[src/rtl/jk_counter_ctrl.sv]
// Controller driving a bank of WIDTH JK flip-flops as a loadable up/down counter
// with limit detection, wrap/reload, pause (HOLD) and a one-cycle completion pulse.
module jk_counter_ctrl #(
  parameter int WIDTH = 4
) (
  input  logic             clk,
  input  logic             rst_n,
  input  logic             start,
  input  logic             stop,
  input  logic             en,
  input  logic             up_dn,
  input  logic             wrap,
  input  logic             load,
  input  logic [WIDTH-1:0] load_val,
  input  logic [WIDTH-1:0] limit,
  output logic [WIDTH-1:0] j,
  output logic [WIDTH-1:0] k,
  output logic [WIDTH-1:0] q,
  output logic             busy,
  output logic             done,
  output logic             tc
);

  // Handshake: start is a level request sampled in IDLE/HOLD, stop a level
  // request sampled in RUN; neither is acknowledged, the state change is the reply.
  typedef enum logic [2:0] {IDLE, LOAD, RUN, HOLD, DONE} state_t;

  state_t           state, state_nx;
  logic [WIDTH-1:0] tgl;
  logic [WIDTH-1:0] q_nx;
  logic             carry;
  logic             reload;

  // Synchronous-counter toggle enables: bit i toggles when all lower bits are
  // 1 (up) or all 0 (down).
  always_comb begin
    tgl   = '0;
    carry = 1'b1;
    for (int i = 0; i < WIDTH; i++) begin
      tgl[i] = carry;
      carry  = carry & (up_dn ? q[i] : ~q[i]);
    end
  end

  always_comb begin
    state_nx = state;
    j        = '0;
    k        = '0;
    reload   = 1'b0;
    case (state)
      IDLE: begin
        if (start) state_nx = load ? LOAD : RUN;
      end
      LOAD: begin
        j        = load_val;
        k        = ~load_val;
        state_nx = RUN;
      end
      RUN: begin
        if (stop) begin
          state_nx = HOLD;
        end else if (en) begin
          if (q == limit) begin
            if (wrap) begin
              j      = load_val;
              k      = ~load_val;
              reload = 1'b1;
            end else begin
              state_nx = DONE;
            end
          end else begin
            j = tgl;
            k = tgl;
          end
        end
      end
      HOLD: begin
        if (start && !stop) state_nx = RUN;
      end
      DONE: begin
        state_nx = IDLE;
      end
      default: begin
        state_nx = IDLE;
      end
    endcase
  end

  // The JK cells themselves.
  always_comb begin
    q_nx = q;
    for (int i = 0; i < WIDTH; i++) begin
      case ({j[i], k[i]})
        2'b01:   q_nx[i] = 1'b0;
        2'b10:   q_nx[i] = 1'b1;
        2'b11:   q_nx[i] = ~q[i];
        default: q_nx[i] = q[i];
      endcase
    end
  end

  always_ff @(posedge clk or negedge rst_n) begin
    if (!rst_n) begin
      state <= IDLE;
      q     <= '0;
      done  <= 1'b0;
      tc    <= 1'b0;
      busy  <= 1'b0;
    end else begin
      state <= state_nx;
      q     <= q_nx;
      done  <= (state_nx == DONE);
      tc    <= reload;
      busy  <= (state_nx == LOAD) || (state_nx == RUN) || (state_nx == HOLD);
    end
  end

endmodule

[config.mk]
export PLATFORM = sky130hd
export DESIGN_NAME = jk_counter_ctrl
export DESIGN_NICKNAME = d
export VERILOG_FILES = /design/src/rtl/jk_counter_ctrl.sv
export SDC_FILE = /design/constraint.sdc
export NUM_CORES = 1
export LEC_CHECK = 0
export ABC_AREA = 1
export BUFFER_PORTS_ARGS = -buffer_cell sky130_fd_sc_hd__buf_2
export CAP_MARGIN = 5
export CORE_ASPECT_RATIO = 0.9
export CORE_MARGIN = 2
export CORE_UTILIZATION = 30
export DETAILED_ROUTE_END_ITERATION = 8
export SLEW_MARGIN = 10
export SYNTH_ARGS = -nofsm -noshare
export SYNTH_HDL_FRONTEND = slang
export SYNTH_SLANG_ARGS = --single-unit
[constraint.sdc]
create_clock -name clk -period 1.72 [get_ports clk]
set_input_delay 0.172 -clock clk [delete_from_list [all_inputs] [get_ports clk]]
set_output_delay 0.172 -clock clk [all_outputs]
set_load 0.01 [all_outputs]
# Word level (Yosys, flattened, before mapping)

Cells that the tools add are included.

Shift-type cells: 0
Bitwise gates (word level): 7
Multiply operators: 0
Reductions and logical operators: 9
$lt $le $gt $ge: 0
$add $sub $neg: 0
Mux-type cells: 30
Equality and inequality tests: 20
Div/mod/pow operators: 0

Operators by type and width:

| kind                                           | count |
|---|---|
| 2-to-1 mux 4 bit                               | 8 |
| 2-to-1 mux 3 bit                               | 6 |
| == test 2 bit (second input constant)          | 8 |
| case mux 4 bit (2 select lines)                | 2 |
| == test 3 x 2 -> 1 bit (second input constant) | 4 |
| case mux 1 bit (3 select lines)                | 4 |
| case mux 3 bit (4 select lines)                | 1 |
| nonzero test 3 bit                             | 4 |
| == test 2 x 1 -> 1 bit (second input constant) | 4 |
| 2-to-1 mux 1 bit                               | 8 |
| == test 3 x 1 -> 1 bit (second input constant) | 2 |
| == test 4 bit                                  | 1 |
| NOT 1 bit                                      | 4 |
| NOT 4 bit                                      | 1 |
| == test 3 bit (second input constant)          | 1 |
| zero test 3 bit                                | 1 |
| AND 1 bit                                      | 2 |
| logical OR 1 bit                               | 2 |
| 2-to-1 mux 2 bit                               | 1 |
| logical AND 1 bit                              | 1 |
| zero test 1 bit                                | 1 |

Register bits after elaboration: 10
Logic and storage cells: 74
Memory bits (writable): 0
Bits of input ports: 16
Memories: 0
Bits in read-only memories: 0
Bits in latches: 0

# Logic depth before layout (Yosys ltp)

Depth in word-level cells: 10
Mapped depth: 10
Depth with buffers taken out: 10

# Worst setup path after synthesis

No wires, ideal clock.

Path kind: register to register
From: reg q[2]
To: reg q[1]
Setup time: 0.066 ns
Slack: 0.348 ns
Cell stages (with the launch flop): 11
Data required time: 1.654 ns
Buffers on the path: 0
Arrival: 1.306 ns
Period minus slack after synthesis: 1.372 ns
Cells stage by stage: dfrtp_1 -> inv_1 -> nand2_1 -> nand2_1 -> nor2_4 -> nand2_4 -> nand2_4 -> nand2_1 -> o21ai_2 -> nand2_1 -> nand2_1

Cells in the longest elaborated chain, start to end: 7
Elaborated cells between the ends (all ways): 14
Classes of those cells: eq/ne: 4; mux: 9; reduce/logical: 1

RTL lines:

| item                                                                  | RTL line | RTL |
|---|---|---|
| start: declaration                                                    | 18       | `output logic [WIDTH-1:0] q,` |
| start signal: assignment                                              | 111      | `q <= q_nx;` |
| == test 4 bit *                                                       | 63       | `if (q == limit) begin` |
| 2-to-1 mux 4 bit *                                                    | 63       |  |
| 2-to-1 mux 4 bit *                                                    | 62       | `end else if (en) begin` |
| 2-to-1 mux 4 bit *                                                    | 60       | `if (stop) begin` |
| case mux 4 bit (2 select lines) *                                     | 50       | `case (state)` |
| net j[1]                                                              | 16       | `output logic [WIDTH-1:0] j,` |
| == test 2 bit or == test 2 x 1 -> 1 bit (tied branches)               | 93       | `case ({j[i], k[i]})` |
| case mux 1 bit (3 select lines) or nonzero test 3 bit (tied branches) | --       |  |

The timed path passes the listed nets; every way through them passes the cells marked *.
A chain may end at the register's enable or synchronous reset.

# Final worst setup path

From: reg q[3]
To: out k[2]

Cells in the longest elaborated chain, start to end: 5

RTL lines:

| item                            | RTL line | RTL |
|---|---|---|
| == test 4 bit                   | 63       |  |
| 2-to-1 mux 4 bit                | 63       |  |
| 2-to-1 mux 4 bit                | 62       |  |
| 2-to-1 mux 4 bit                | 60       |  |
| case mux 4 bit (2 select lines) | 50       |  |
| end: declaration                | 17       | `output logic [WIDTH-1:0] k,` |

Every way passes these cells.

==> results.ini <==
[layout]
final_util = 0.5056
design_area_mm2 = 0.001247
nNetsFinal = 198
diodes = 0
syn_to_final_growth_pct = 59.27
drive_above_1_share = 0.4972

[grt]
grt_pass1_vias = 971
grt_usage = 0.1695
grt_overflow_total = 0
grt_pass1_wl_um = 3898
antenna_found_initial = 0
grt_max_degree = 11

[timing]
period_needed_ns = 1.778
drv_slew = 0
final-setup-viol-count = 7
timing.final.crit_share = 1.034
hold_violations = 0
worst_pin_slew_ns = 0.2524
fin_skew_ns = 0.01015
setup_slack_ns = -0.05791
rsz0062_at_grt = true
fmax_ghz = 0.5625
max-slew-margin-rel = 0.8318

[route]
routed_via_density = 4.766
wl_um = 2422
vias = 996
drcViolationCount = 0
ant_nets = 0
m1WireLength_um = 993
wl_met2_um = 1236
post_drt_wl_per_cell_um = 11.59
drtPass1Iterations = 4
drt-initial-drc-count = 24
met3_length_um = 155
routed.top_layer = met4

[clock_tree]
path_clk_slew_ns = 0.07
cts_buffers = 3
cts_tree = done
clk_latency_ns = 0.28
cts.sinks = 10
clockRootBuffer = clkbuf_4
cts_htree_levels = 1
cts_max_path_buffers = 2

[power]
vdd_drop_max_v = 0.0006728
power_density_mw_per_mm2 = 1092
p_leak_nw = 0.7232

[die]
initial_utilization = 0.3174
ios = 31
die_x_um = 57.86
core_area_mm2 = 0.002467
die-area_mm2 = 0.003036
rows = 17
die_h_um = 52.48

[placement]
dp_hpwl_um = 1575
postPlaceCellArea_um2 = 964.7
port_buffers = 30
place_ws_ns = 0.1335
gp_congestion = 0.7802

[yosys]
synth_adder_area_share = 0
synth_mux_area_frac = 0
synth_seq_cells = 10
synthXorXnorAreaFrac = 0
yosysMostFrequentCell = nand2_1
syn_nets = 138
synthTopCellsByCount = 48 x nand2_1, 21 x inv_1, 10 x dfrtp_1
postSynthCellCount = 122
synth_edf_count = 0
synth_cell_types = 21
ys_async_sr_fraction = 1.000
synth.cell_area_um2 = 783.3
yosys_most_used_dff = dfrtp_1
synthSimpleGateAreaFrac = 0.4776
synth_top_cell_area_share = 0.3195
synth_top_area_cell = dfrtp_1
synth_compound_area_frac = 0.09265
syn_area_per_cell_um2 = 6.420
synth-seq-area-share = 0.3195
synth_area_leaders = dfrtp_1 32%, nand2_1 23%, inv_1 10%
synth_top_family_by_area = simple AND/OR/NAND/NOR gates
yosysWarningCount = 0

[hold_path]
hp-class = in -> reg
holdCritStartpoint = wrap

[outcome]
status = finished with violations
violations = setup timing

[critical_path]
path_max_fanout = 5
critPathKind = reg -> out
critPathLaunch = q[3]
r2r_start = state[2]
cp-end-kind = output pin
cp.required_ns = 1.55
r2r_slack_ns = 0.13
cp_data_arrival_time_ns = 1.61
start_kind = flop

[flow_run]
cap_violations = 0

==> stage by stage <==
| step | TNS [ns] | total power (W) | hold slack [ns] | cells |
|---|---|---|---|---|
| after global placement | 0 | 0.0008581 | 0.05417 | 179 |
| final | -0.1930 | 0.001362 | 0.1825 | 209 |
| after detailed placement | 0 | 0.0008667 | 0.05308 | 179 |
| after floorplan | 0 | 0.0007135 | -0.1236 | 122 |
| after CTS | -0.1258 | 0.001291 | 0.1682 | 204 |
| after global routing | -1.040 | 0.001461 | 0.1952 | 209 |
==> worst max-delay path: stages, from the launching register on <==
cell and delay (ns):
dfrtp_1 0.38, inv_1 0.07, nand2_1 0.07, nand2_2 0.07, nor2_4 0.17, nand2_4 0.11, inv_4 0.07, o21ai_1 0.07
nand3_1 0.13, nand2_1 0.06, buf_2 0.13
==> layout by cell type (no fill, tap or decap) <==
cell type / instances
nor2_4: 5
nor2_2: 1
nand2_1: 40
nand2_4: 2
nor4_1: 2
or2_4: 1
o211ai_1: 2
inv_4: 1
nand3_4: 1
dfrtp_1: 9
inv_1: 15
o21ai_2: 3
clkbuf_8: 1
buf_2: 30
inv_2: 6
o21ai_0: 2
clkbuf_4: 3
nor2_1: 1
buf_4: 24
nand2_2: 11
dfrtp_2: 1
dlygate4sd3_1: 1
or2_1: 1
a21oi_1: 3
nand4_1: 4
nand3_1: 9
o21ai_1: 2
==> cell families (layout without fill, tap and decap cells) <==
logic type | after synthesis | in the layout
buffers and inverters | 23 | 81
and+or+nand+nor | 77 | 78
AOI/OAI and AO/OA | 12 | 12
DFF | 10 | 10
==> final cells by class <==
class                      count  area (µm²)
timing repair buffer          55       340.3
sequential                    10       251.5
multi-input combinational     90       499.2
inverter                      22       85.08
fill                         249        1220
tap                           28       35.03
clock buffer                   4       36.28
==> flip-flops by register name, indices dropped and copies added, names as in the netlist <==
name   cells
q          4
done       1
busy       1
tc         1
state      3
==> what timing repair did <==
action	4_1_cts	5_1_grt
setup endpoints to repair	8	9
gates resized for setup	16	8
hold buffers	1	0
hold endpoints to repair	10	0
cloned	1	0
buffers inserted	19	6
pin swaps	13	10
==> metal layers <==
layer / vias to the layer above / GRT usage
li1: 501 / -
met1: 461 / 0.1786
met2: 28 / 0.3106
met3: 6 / 0.06667
met4: 0 / 0.05039
met5: - / 0
==> worst paths after layout <==
check / endpoint / cells past startpoint
setup reg to reg: q[0] / 11
hold reg to reg: state[0] / 2
min in group asynchronous: q[2] / 2
setup / recovery: k[2] / 10
hold / removal: state[2] / 2
max in group asynchronous: q[1] / 2
==> where the power goes <==
group	internal, W	switching, W	leakage, nW
Sequential	0.000288	0.0000495	0.119
Combinational	0.000363	0.000436	0.583
Clock	0.000129	0.0000964	0.0210
(Power assumes the default switching activity.)
